===== src/rtl/ram_arb_pkg.sv =====
// Shared types and constants for the image-RAM arbiter.
// Build option: RAM_ARB_FIXED_PRIO_EN selects fixed priority instead of bounded round-robin.
package ram_arb_pkg;

   typedef enum logic [1:0] {
      OWN_NONE = 2'd0,
      OWN_0    = 2'd1,
      OWN_1    = 2'd2
   } owner_t;

   localparam int DEF_ADDR_W = 12;
   localparam int DEF_DATA_W = 8;

   // Counter must hold the value MAX_BURST itself.
   function automatic int cnt_w(input int max_burst);
      return (max_burst < 1) ? 1 : $clog2(max_burst + 1);
   endfunction

endpackage


===== src/rtl/ram_arb_pick.sv =====
// Pure grant decision for the two-requester RAM arbiter.
// Build option: RAM_ARB_FIXED_PRIO_EN makes requester 0 win every contended cycle.
module ram_arb_pick
   import ram_arb_pkg::*;
#(
   parameter int MAX_BURST = 4,
   parameter int CNT_W     = cnt_w(MAX_BURST)
) (
   input  logic             req0,
   input  logic             req1,
   input  owner_t           owner,
   input  logic [CNT_W-1:0] burst_cnt,
   input  logic             rr_next,
   output logic [1:0]       gnt
);

   always_comb begin
      gnt = 2'b00;
      if (req0 && !req1) begin
         gnt = 2'b01;
      end else if (req1 && !req0) begin
         gnt = 2'b10;
      end else if (req0 && req1) begin
`ifdef RAM_ARB_FIXED_PRIO_EN
         gnt = 2'b01;
`else
         // Owner keeps the RAM until its burst is spent, then hands over.
         if (owner == OWN_0 && burst_cnt < CNT_W'(MAX_BURST))
            gnt = 2'b01;
         else if (owner == OWN_1 && burst_cnt < CNT_W'(MAX_BURST))
            gnt = 2'b10;
         else if (owner == OWN_0)
            gnt = 2'b10;
         else if (owner == OWN_1)
            gnt = 2'b01;
         else
            gnt = rr_next ? 2'b10 : 2'b01;
`endif
      end
   end

endmodule


===== src/rtl/ram_arbiter.sv =====
// Arbiter sharing the single-port image RAM between the convolution core (0) and loader (1).
// Build option: RAM_ARB_FIXED_PRIO_EN (see ram_arb_pick).
module ram_arbiter
   import ram_arb_pkg::*;
#(
   parameter int ADDR_W    = DEF_ADDR_W,
   parameter int DATA_W    = DEF_DATA_W,
   parameter int MAX_BURST = 4
) (
   input  logic              clk,
   input  logic              rst,
   input  logic              req0,
   input  logic              we0,
   input  logic [ADDR_W-1:0] addr0,
   input  logic [DATA_W-1:0] wdata0,
   input  logic              req1,
   input  logic              we1,
   input  logic [ADDR_W-1:0] addr1,
   input  logic [DATA_W-1:0] wdata1,
   output logic              gnt0,
   output logic              gnt1,
   output logic              rvalid0,
   output logic              rvalid1,
   output logic [DATA_W-1:0] rdata0,
   output logic [DATA_W-1:0] rdata1,
   output logic              ram_w_en,
   output logic              ram_r_en,
   output logic [ADDR_W-1:0] ram_address,
   output logic [DATA_W-1:0] ram_data_in,
   input  logic [DATA_W-1:0] ram_data_out
);

   localparam int CNT_W = cnt_w(MAX_BURST);

   owner_t           owner;
   logic [CNT_W-1:0] burst_cnt;
   logic             rr_next;
   logic             rd_vld;
   logic             rd_id;
   logic [1:0]       pick;
   logic [1:0]       gnt;

   ram_arb_pick #(.MAX_BURST(MAX_BURST), .CNT_W(CNT_W)) u_pick (
      .req0      (req0),
      .req1      (req1),
      .owner     (owner),
      .burst_cnt (burst_cnt),
      .rr_next   (rr_next),
      .gnt       (pick)
   );

   assign gnt  = rst ? 2'b00 : pick;
   assign gnt0 = gnt[0];
   assign gnt1 = gnt[1];

   always_comb begin
      ram_w_en    = 1'b0;
      ram_r_en    = 1'b0;
      ram_address = '0;
      ram_data_in = '0;
      if (gnt[0]) begin
         ram_w_en    = we0;
         ram_r_en    = !we0;
         ram_address = addr0;
         ram_data_in = wdata0;
      end else if (gnt[1]) begin
         ram_w_en    = we1;
         ram_r_en    = !we1;
         ram_address = addr1;
         ram_data_in = wdata1;
      end
   end

   always_ff @(posedge clk) begin
      if (rst) begin
         owner     <= OWN_NONE;
         burst_cnt <= '0;
         rr_next   <= 1'b0;
         rd_vld    <= 1'b0;
         rd_id     <= 1'b0;
      end else begin
         rd_vld <= ram_r_en;
         rd_id  <= gnt[1];
         if (gnt[0]) begin
            if (owner == OWN_0) begin
               if (burst_cnt < CNT_W'(MAX_BURST))
                  burst_cnt <= burst_cnt + CNT_W'(1);
            end else begin
               owner     <= OWN_0;
               burst_cnt <= CNT_W'(1);
            end
            rr_next <= 1'b1;
         end else if (gnt[1]) begin
            if (owner == OWN_1) begin
               if (burst_cnt < CNT_W'(MAX_BURST))
                  burst_cnt <= burst_cnt + CNT_W'(1);
            end else begin
               owner     <= OWN_1;
               burst_cnt <= CNT_W'(1);
            end
            rr_next <= 1'b0;
         end else begin
            owner <= OWN_NONE;
         end
      end
   end

   // Read data is owned by whoever was granted the read one cycle earlier.
   assign rvalid0 = rd_vld && !rd_id;
   assign rvalid1 = rd_vld && rd_id;
   assign rdata0  = rvalid0 ? ram_data_out : '0;
   assign rdata1  = rvalid1 ? ram_data_out : '0;

endmodule


===== config.mk =====
export PLATFORM = sky130hd
export DESIGN_NAME = ram_arbiter
export DESIGN_NICKNAME = d
export VERILOG_FILES = /design/src/rtl/ram_arb_pkg.sv /design/src/rtl/ram_arb_pick.sv /design/src/rtl/ram_arbiter.sv
export SDC_FILE = /design/constraint.sdc
export NUM_CORES = 1
export LEC_CHECK = 0
export BUFFER_PORTS_ARGS = -buffer_cell sky130_fd_sc_hd__buf_2
export CORE_UTILIZATION = 30
export DETAILED_ROUTE_END_ITERATION = 8
export PLACE_DENSITY = 0.77
export SYNTH_ARGS = -nofsm -noshare
export SYNTH_HDL_FRONTEND = slang
export SYNTH_HIERARCHICAL = 1
export SYNTH_SLANG_ARGS = --single-unit

===== constraint.sdc =====
create_clock -name clk -period 2.2 [get_ports clk]
set_input_delay 0.55 -clock clk [delete_from_list [all_inputs] [get_ports clk]]
set_output_delay 0.55 -clock clk [all_outputs]
set_load 0.02 [all_outputs]

# [Yosys cells after proc, flatten, opt, wreduce, memory -nomap -nowiden]
# Index checks and enable logic that the tools add are counted.
[totals] inputBits=54 reg_bits=8 out_inout_bits=42 elab_cells=55 memories=0 mem_bits_rw=0 mem_bits_ro=0 latch_bits=0
[op_classes] addsub=1 div=0 reduce_logical=14 mul=0 shift=0 n_lt_le_gt_ge=1 eq_ne=4 bitwise=0 mux=30
[op_table] op="two-way mux 8 bit" count=4
[op_table] op="two-way mux 2 bit" count=13
[op_table] op="two-way mux 12 bit" count=2
[op_table] op="two-way mux 3 bit" count=5
[op_table] op="logical AND 1 bit" count=7
[op_table] op="two-way mux 1 bit" count=6
[op_table] op="logical NOT 1 bit" count=5
[op_table] op="adder 3 x 1 -> 3 bit, second input constant" count=1
[op_table] op="less-than comparator 3 bit, second input constant" count=1
[op_table] op="inequality test 3 bit, second input constant" count=1
[op_table] op="== test 2 x 1 -> 1 bit, second input constant" count=1
[op_table] op="== test 2 bit, second input constant" count=1
[op_table] op="inequality test 2 bit, second input constant" count=1
[op_table] op="AND reduction 2 bit" count=1
[op_table] op="nonzero test 2 bit" count=1

# [Depth between registers and ports, before layout]
# Gate-level depths: netlist of the first run.
[depth] depth_word=11 depth_mapped=8 depth_no_buf=6

# [Modules after synthesis]
# The synthesis of the first run kept the hierarchy.
[by_module_without_submodules] mod="ram_arbiter" area_per_inst_um2=739.5 cells_per_inst=83 n_inst=1 seq_area_each_um2=160.2
[by_module_without_submodules] mod="ram_arb_pick" area_per_inst_um2=72.6 cells_per_inst=10 n_inst=1 seq_area_each_um2=0.0

# [Least setup slack after synthesis of the first run]
# No wires, ideal clock.
[synth_timing] path_kind="reg2out" from="register owner[0]" to="output ram_r_en" path_slack_ns=-0.292 n_path_buf=2 t_arrival_ns=1.942 path_stages_with_launch=8 cell_sequence="dfxtp_1 mux2_4 a311oi_2 buf_6 nor2b_4 buf_6 inv_1 o22ai_1"
[synth_via] word_cells_on_any_way=14 cone_classes="2 x eq/ne; 10 x mux; 2 x reduce/logical"
[synth_rtl] item="from (decl)" line="ram_arbiter.sv:35" rtl="owner_t owner;"
[synth_rtl] item="from (signal assigned)" line="ram_arbiter.sv:76" rtl="owner <= OWN_NONE;"
[synth_rtl] item="from (signal assigned)" line="ram_arbiter.sv:89" rtl="owner <= OWN_0;"
[synth_rtl] item="from (signal assigned)" line="ram_arbiter.sv:98" rtl="owner <= OWN_1;"
[synth_rtl] item="== test 2 bit" line="ram_arb_pick.sv:30, ram_arb_pick.sv:34"
[synth_rtl] item="two-way mux 2 bit" line="ram_arb_pick.sv:34" rtl="else if (owner == OWN_1)"
[synth_rtl] item="two-way mux 2 bit" line="ram_arb_pick.sv:32" rtl="else if (owner == OWN_0)"
[synth_rtl] item="two-way mux 2 bit" line="ram_arb_pick.sv:30" rtl="else if (owner == OWN_1 && burst_cnt < CNT_W'(MAX_BURST))"
[synth_rtl] item="two-way mux 2 bit *" line="ram_arb_pick.sv:28" rtl="if (owner == OWN_0 && burst_cnt < CNT_W'(MAX_BURST))"
[synth_rtl] item="two-way mux 2 bit *" line="ram_arb_pick.sv:23" rtl="end else if (req0 && req1) begin"
[synth_rtl] item="two-way mux 2 bit *" line="ram_arb_pick.sv:21" rtl="end else if (req1 && !req0) begin"
[synth_rtl] item="two-way mux 2 bit *" line="ram_arb_pick.sv:19" rtl="if (req0 && !req1) begin"
[synth_rtl] item="net pick[0]" line="ram_arbiter.sv:40" rtl="logic [1:0] pick;"
[synth_rtl] item="two-way mux 2 bit *" line="ram_arbiter.sv:52" rtl="assign gnt = rst ? 2'b00 : pick;"
[synth_rtl] item="net gnt0" line="ram_arbiter.sv:20" rtl="output logic gnt0,"
[synth_rtl] item="two-way mux 1 bit *" line="ram_arbiter.sv:61" rtl="if (gnt[0]) begin"
[synth_rtl] item="to (decl)" line="ram_arbiter.sv:27" rtl="output logic ram_r_en,"
# Mark *: on every way through the listed nets, which the timed path passes. The rest lies on a longest branch.

# [Worst setup path after layout of the first run]
[layout_timing] from="register owner[0]" to="output ram_address[9]"
[layout_via] elab_chain_len=11 word_cells_on_any_way=14 cone_classes="2 x eq/ne; 10 x mux; 2 x reduce/logical"
[layout_lines] item="== test 2 bit" line="ram_arb_pick.sv:30, ram_arb_pick.sv:34"
[layout_lines] item="two-way mux 2 bit" line="ram_arb_pick.sv:34"
[layout_lines] item="two-way mux 2 bit" line="ram_arb_pick.sv:32"
[layout_lines] item="two-way mux 2 bit" line="ram_arb_pick.sv:30"
[layout_lines] item="two-way mux 2 bit *" line="ram_arb_pick.sv:28"
[layout_lines] item="two-way mux 2 bit *" line="ram_arb_pick.sv:23"
[layout_lines] item="two-way mux 2 bit *" line="ram_arb_pick.sv:21"
[layout_lines] item="two-way mux 2 bit *" line="ram_arb_pick.sv:19"
[layout_lines] item="net pick[1]" line="ram_arbiter.sv:40"
[layout_lines] item="two-way mux 2 bit *" line="ram_arbiter.sv:52"
[layout_lines] item="two-way mux 12 bit *" line="ram_arbiter.sv:66" rtl="end else if (gnt[1]) begin"
[layout_lines] item="two-way mux 12 bit *" line="ram_arbiter.sv:61"
[layout_lines] item="to (decl)" line="ram_arbiter.sv:28" rtl="output logic [ADDR_W-1:0] ram_address,"
# Marked as above.

==> results of run 1 <==
[metal layers]
layer	wire (um)	global-route usage, %
met4	32	8.974
met3	254	3.955
met2	1926	43.00
met5	0	0
met1	1200	21.23
[logic make-up after synthesis]
| family | count (synthesis) |
|---|---|
| adders and majority gates | 1 |
| DFF | 8 |
| muxes | 1 |
| buffers and inverters | 12 |
| AOI/OAI and AO/OA | 35 |
| and+or+nand+nor | 36 |
[timing repair]
| item | in CTS | in global routing |
|---|---|---|
| cloned | 2 | 2 |
| resized for setup | 46 | 17 |
| endpoints found under the setup margin | 24 | 24 |
| setup buffers | 3 | 3 |
| pin swaps | 3 | 4 |
[synthesized netlist by cell type, drive strengths merged]
cell,instances,area (um^2)
a221oi,1,8.760
and3,8,50.05
nor2b,3,26.27
nand4,1,6.260
dfxtp,8,160.2
mux2,1,15.01
nand2b,1,6.260
or2,2,12.52
a21o,1,7.510
a31oi,1,6.260
and2,9,56.30
nand2,2,7.510
buf,6,61.30
a311oi,1,15.01
nand4bb,2,22.52
ha,1,12.51
clkbuf,1,3.750
inv,5,18.77
o311a,1,10.01
nand4b,1,8.760
o22ai,2,12.51
a211oi,2,15.01
o21ai,1,5.000
nor3b,1,18.77
nand3b,2,15.01
a22o,21,195.2
a21oi,4,20.02
nor2,4,15.01
[sequential cells by signal, indices dropped and copies added (netlist names)]
name and cells:
burst_cnt 3, owner 2, rd_id 1, rd_vld 1
rr_next 1
[cells in the final DEF, fill, tap and decap left out, drive strengths merged]
master	n
buf	109
a22o	21
and2	9
and3	8
dfxtp	8
clkbuf	5
inv	5
nor2	4
a21oi	4
nor2b	3
nand3b	2
nand4bb	2
a211oi	2
nand2	2
o22ai	2
or2	2
nor3b	1
nand2b	1
a21o	1
o21ai	1
a221oi	1
nand4b	1
a31oi	1
ha	1
mux2	1
a311oi	1
nand4	1
o311a	1
[where the power goes]
part / switching [mW] / total [mW] / internal (mW)
clock network: 0.0588 / 0.129 / 0.0700
logic: 0.162 / 0.347 / 0.185
registers: 0.0106 / 0.164 / 0.154
total: 0.231 / 0.640 / 0.409
[critical path, delay by kind of cell, from the launching register on]
kind	cells	cell delay [ns]
AO/OA/AOI/OAI	2	0.52
flip-flops	1	0.37
buffers and inverters	3	0.39
AND/OR/NAND/NOR	1	0.18
multiplexers	1	0.32
[per-stage QoR]
stage	area [um^2]	std cells	TNS, ns	power [mW]
floorplan	913.4	93	-0.2825	0.3329
global placement	1451	220	-4.707	0.4315
detailed placement	1451	220	-6.018	0.4411
CTS	1694	229	-8.287	0.6249
global route	1747	230	-9.671	0.6770
finish	1747	230	-7.647	0.6401
[final timing paths]
| check | end | start | depth (start not counted) |
|---|---|---|---|
| max reg2reg | burst_cnt[2]$_SDFFE_PP0P_ | owner[0]$_SDFFE_PP0P_ | 6 |
| min | burst_cnt[0]$_SDFFE_PP0P_ | burst_cnt[0]$_SDFFE_PP0P_ | 1 |
| min reg2reg | burst_cnt[0]$_SDFFE_PP0P_ | burst_cnt[0]$_SDFFE_PP0P_ | 1 |
| max | ram_address[9] | owner[0]$_SDFFE_PP0P_ | 7 |
[cell type report]
| cell class | instances | area [um^2] | area share, % |
|---|---|---|---|
| Timing Repair Buffer | 110 | 779.5 | 44.63 |
| Clock buffer | 4 | 26.28 | 1.504 |
| Sequential cell | 8 | 163.9 | 9.384 |
| Multi-Input combinational cell | 73 | 713.2 | 40.83 |
| Inverter | 5 | 26.28 | 1.504 |
| Tap cell | 30 | 37.54 | 2.149 |
==> results.toml, run 1 <==
[status]
outcome = "finished, violations left"
violations = "negative setup slack"

[sta]
max-slew-margin-rel_pct = 71.57
fmax_mhz = 383.4
finalHoldViolCount = 0
finalSetupViolations = 24
finalCriticalPeriod_ns = 2.608
rsz0062_at_grt = "yes"
tightest_slew_ns = 0.4256
period_share_pct = 118.6
layout_setup_ws_ns = -0.4081
hold_ws_ns = 0.5006
fin_skew_ns = 0.001560
finalMaxSlewViolations = 0

[logic_synthesis]
synth_nets = 148
synth_area_um2 = 812.0
synthMuxAreaShare_pct = 1.849
synth_fa_ha_area_share_pct = 1.541
synthSimpleGateAreaFrac_pct = 30.20
synth_compound_area_share_pct = 36.36
ys_seq_area_share_pct = 19.72
synthXorXnorAreaFrac_pct = 0
synth_cell_type_count = 32
yosysWarnings = 6
avgSynthCellArea_um2 = 8.731
syn_inst = 93
synth_seq_cells = 8
synth_top_family_by_area = "compound AO/OA/AOI/OAI gates"

[pwr]
ir_worst_vdd_v = 0.0002386
leakagePower_nw = 0.9515
power_density_mw_per_mm2 = 366.5

[clock_tree]
ctsHoldBuffers = 0
h-tree-depth = 1
clkLatencyLatePin_ns = 0.26
cts_buffers = 3
clockBufferDepth = 2
cts.sinks = 8
clk_pin_slew_ns = 0.06
cts_tree = "yes"
cts.root.buffer_cell = "clkbuf_4"

[min_path]
hold_class = "reg2reg"

[drt]
dr_total_vias = 1194
first_pass_iters = 4
wl_per_cell_um = 14.84
drc_errors = 0
dr.first_iter.drc_count = 17
viasPerCell = 5.191
drt-total-wl_mm = 3.414
ant_nets = 0

[critical_path]
crit_arrival_ns = 2.06
cpMaxStageDelayCell = "dfxtp_4"
worstSetupPathType = "reg2out"
startpoint_type = "flip-flop"
cp-end-kind = "primary output"
crit_chain = "mux2_4, o311a_1, nor3b_4, buf_4, buf_6, a22o_4, buf_6"
reg2reg_slack_ns = 0.37
crit_path_frequent_cell = "buf_6"
path_max_fanout = 5
required_ns = 1.65
slowest_delay_ns = 0.37

[floorplan]
die_h_um = 54.03
dieArea_mm2 = 0.002919
coreArea_mm2 = 0.002522
initial_utilization_pct = 32.19
die_x_um = 54.03
boundaryPins = 96
row_count = 18

[global_route]
grt_antenna_before_repair = 0
first_global_vias = 1084
grt_usage_pct = 21.57
gr-total-overflow = 0
grt_max_degree = 24
grt_pass1_wl_mm = 4.519

[final_layout]
synthToLayoutAreaGrowth_pct = 115.1
fillers = 185
final_util_pct = 69.25
diodes = 0
final_nets = 256
layout-drive-gt1-share_pct = 71.00

[placed_design]
place.gp.congestion = 0.6998
preCtsSetupSlack_ns = -0.3365
dpl.hpwl_mm = 2.237
portBuffers = 95

[job]
drv_cap = 0
Note: power is estimated with default switching activity, not from simulation.
==> run 2, diff against run 1 <==
--- a/config.mk
+++ b/config.mk
@@ -5,7 +5,7 @@
 export SDC_FILE = /design/constraint.sdc
 export NUM_CORES = 1
 export LEC_CHECK = 0
-export BUFFER_PORTS_ARGS = -buffer_cell sky130_fd_sc_hd__buf_2
+export BUFFER_PORTS_ARGS = -buffer_cell sky130_fd_sc_hd__buf_4
 export CORE_UTILIZATION = 30
 export DETAILED_ROUTE_END_ITERATION = 8
 export PLACE_DENSITY = 0.77
==> run 2 against run 1 <==
Effect of this change: the flow still finishes with violations (negative setup slack); global-route usage decreased by 2.8 points; largest power group unchanged; utilization grew 3.5 points; first-iteration DRC count down 12%; register-to-register slack better by 0.03 ns; clock-buffer cell count unchanged; die area unchanged; cell count shrank 2.6%.
==> results.toml, run 2 (synthesis gave the netlist of run 1 again) <==
[status]
outcome = "finished, violations left"
violations = "negative setup slack"

[sta]
finalSetupViolations = 24
final.setup.tns_ns = -7.381
layout_setup_ws_ns = -0.3752
period_share_pct = 117.1
rsz0062_at_grt = "yes"
finalHoldViolCount = 0
finalMaxSlewViolations = 0
fin_skew_ns = 0.008056
finalCriticalPeriod_ns = 2.575
max-slew-margin-rel_pct = 71.23
tightest_slew_ns = 0.4306
fmax_mhz = 388.3

[critical_path]
slowest_delay_ns = 0.36
critPathTopFamily = "compound AO/OA/AOI/OAI gates"
crit_arrival_ns = 2.03
path_max_fanout = 12
required_ns = 1.65
worst-path-stages = 7
cp-end-kind = "primary output"
cpMaxStageDelayCell = "dfxtp_4"
reg2regPathDepth = 6
worst-path-buf-inv = 3
crit_chain = "mux2_4, a311oi_4, nor2b_4, buf_12, inv_4, o22ai_4, buf_6"
worstSetupPathType = "reg2out"
startpoint_type = "flip-flop"

[clock_tree]
clk_pin_slew_ns = 0.06
cts_buffers = 3
cts_tree = "yes"
cts.root.buffer_cell = "clkbuf_4"
clockBufferDepth = 2
cts.sinks = 8
h-tree-depth = 1
post-cts-setup-buffer-count = 0
clkLatencyLatePin_ns = 0.26

[pwr]
total_power_mw = 0.6424
leakagePower_nw = 0.9402
ir_worst_vdd_v = 0.0002776
power_density_mw_per_mm2 = 350.2

[final_layout]
final_nets = 250
stdcell_area_mm2 = 0.001834
layout-drive-gt1-share_pct = 69.59
synthToLayoutAreaGrowth_pct = 125.9
fillers = 181
layout_common_cells = "buf_4, buf_6, a22o_2, and2_1, a22o_4"
regMostFlops = "burst_cnt"
final_cells = 224
top_regs = "burst_cnt (3), owner (2)"
largest_reg_flops = 3
diodes = 0
layout_commonest_cell = "buf_4"

[drt]
first_pass_iters = 4
wl_per_cell_um = 13.62
dr.first_iter.drc_count = 15
drt-total-wl_mm = 3.050
dr_total_vias = 1165
viasPerCell = 5.201
ant_nets = 0
drc_errors = 0

[floorplan]
initial_utilization_pct = 32.19
coreArea_mm2 = 0.002522
die_h_um = 54.03
boundaryPins = 96
die_x_um = 54.03
dieArea_mm2 = 0.002919
row_count = 18

[global_route]
grt_pass1_wl_mm = 3.884
grt_antenna_before_repair = 0
first_global_vias = 973
grt_max_degree = 24
grt_usage_pct = 18.76
gr-total-overflow = 0

[job]
drv_cap = 0

[placed_design]
place.gp.congestion = 0.7658
place_area_mm2 = 0.001682
dpl.hpwl_mm = 2.287
portBuffers = 95
preCtsSetupSlack_ns = -0.3566
placed_cells = 219

[min_path]
hold_depth = 1
hold_class = "reg2reg"
run 2: cell count changes in the layout (fill, tap and decap cells not counted):
cell	delta
inv_6	-1
inv_1	+1
a22o_4	-5
buf_12	+1
a22o_2	+5
buf_4	+67
buf_6	-2
buf_2	-71
buf_8	-1
run 2: worst paths after layout:
check	startpoint	endpoint	slack (ns)
setup reg to reg	owner[0]$_SDFFE_PP0P_	burst_cnt[2]$_SDFFE_PP0P_	0.40
hold reg to reg	burst_cnt[0]$_SDFFE_PP0P_	burst_cnt[0]$_SDFFE_PP0P_	0.50
setup / recovery	owner[0]$_SDFFE_PP0P_	ram_r_en	-0.38
hold / removal	burst_cnt[0]$_SDFFE_PP0P_	burst_cnt[0]$_SDFFE_PP0P_	0.50
run 2: cell type report:
type	count	area (um^2)	area share, %
Tap cell	30	37.54	2.046
Timing Repair Buffer	104	909.6	49.59
Sequential cell	8	163.9	8.936
Inverter	5	21.27	1.160
Clock buffer	4	26.28	1.432
Multi-Input combinational cell	73	675.6	36.83
run 2: through the flow:
step / hold slack, ns / utilization, %
4_1_cts: 0.4927 / 69.49
5_1_grt: 0.5044 / 72.72
3_5_place_dp: 0.4799 / 66.67
2_1_floorplan: 0.4431 / -
3_3_place_gp: 0.4756 / 66.67
6_report: 0.4970 / 72.72
run 2: report_power, final:
part,switching [mW],total (mW),internal (mW)
Combinational,0.150,0.354,0.204
Sequential,0.0101,0.164,0.154
Clock,0.0545,0.124,0.0697
run 2: routing by layer:
metal	global-route usage, %	share of wire, %	vias to the layer above	wire length (um)
met5	0	0	-	0
met4	8.974	0.66	0	20
met3	2.260	9.0	2	274
met2	39.51	56	75	1709
met1	17.00	34	526	1046
li1	-	-	562	-
run 2: what timing repair did:
action,4_1_cts,5_1_grt
pin swaps,1,0
hold buffers,0,0
cloned,0,1
gates resized for setup,11,15
setup endpoints to repair,24,24
run 2: worst reg2reg max path, stage by stage, from the launching register on:
cell      delay [ns]
dfxtp_4         0.36
mux2_4          0.32
o311a_1         0.33
buf_6           0.14
or2_2           0.32
a21oi_1         0.15
a211oi_1        0.06
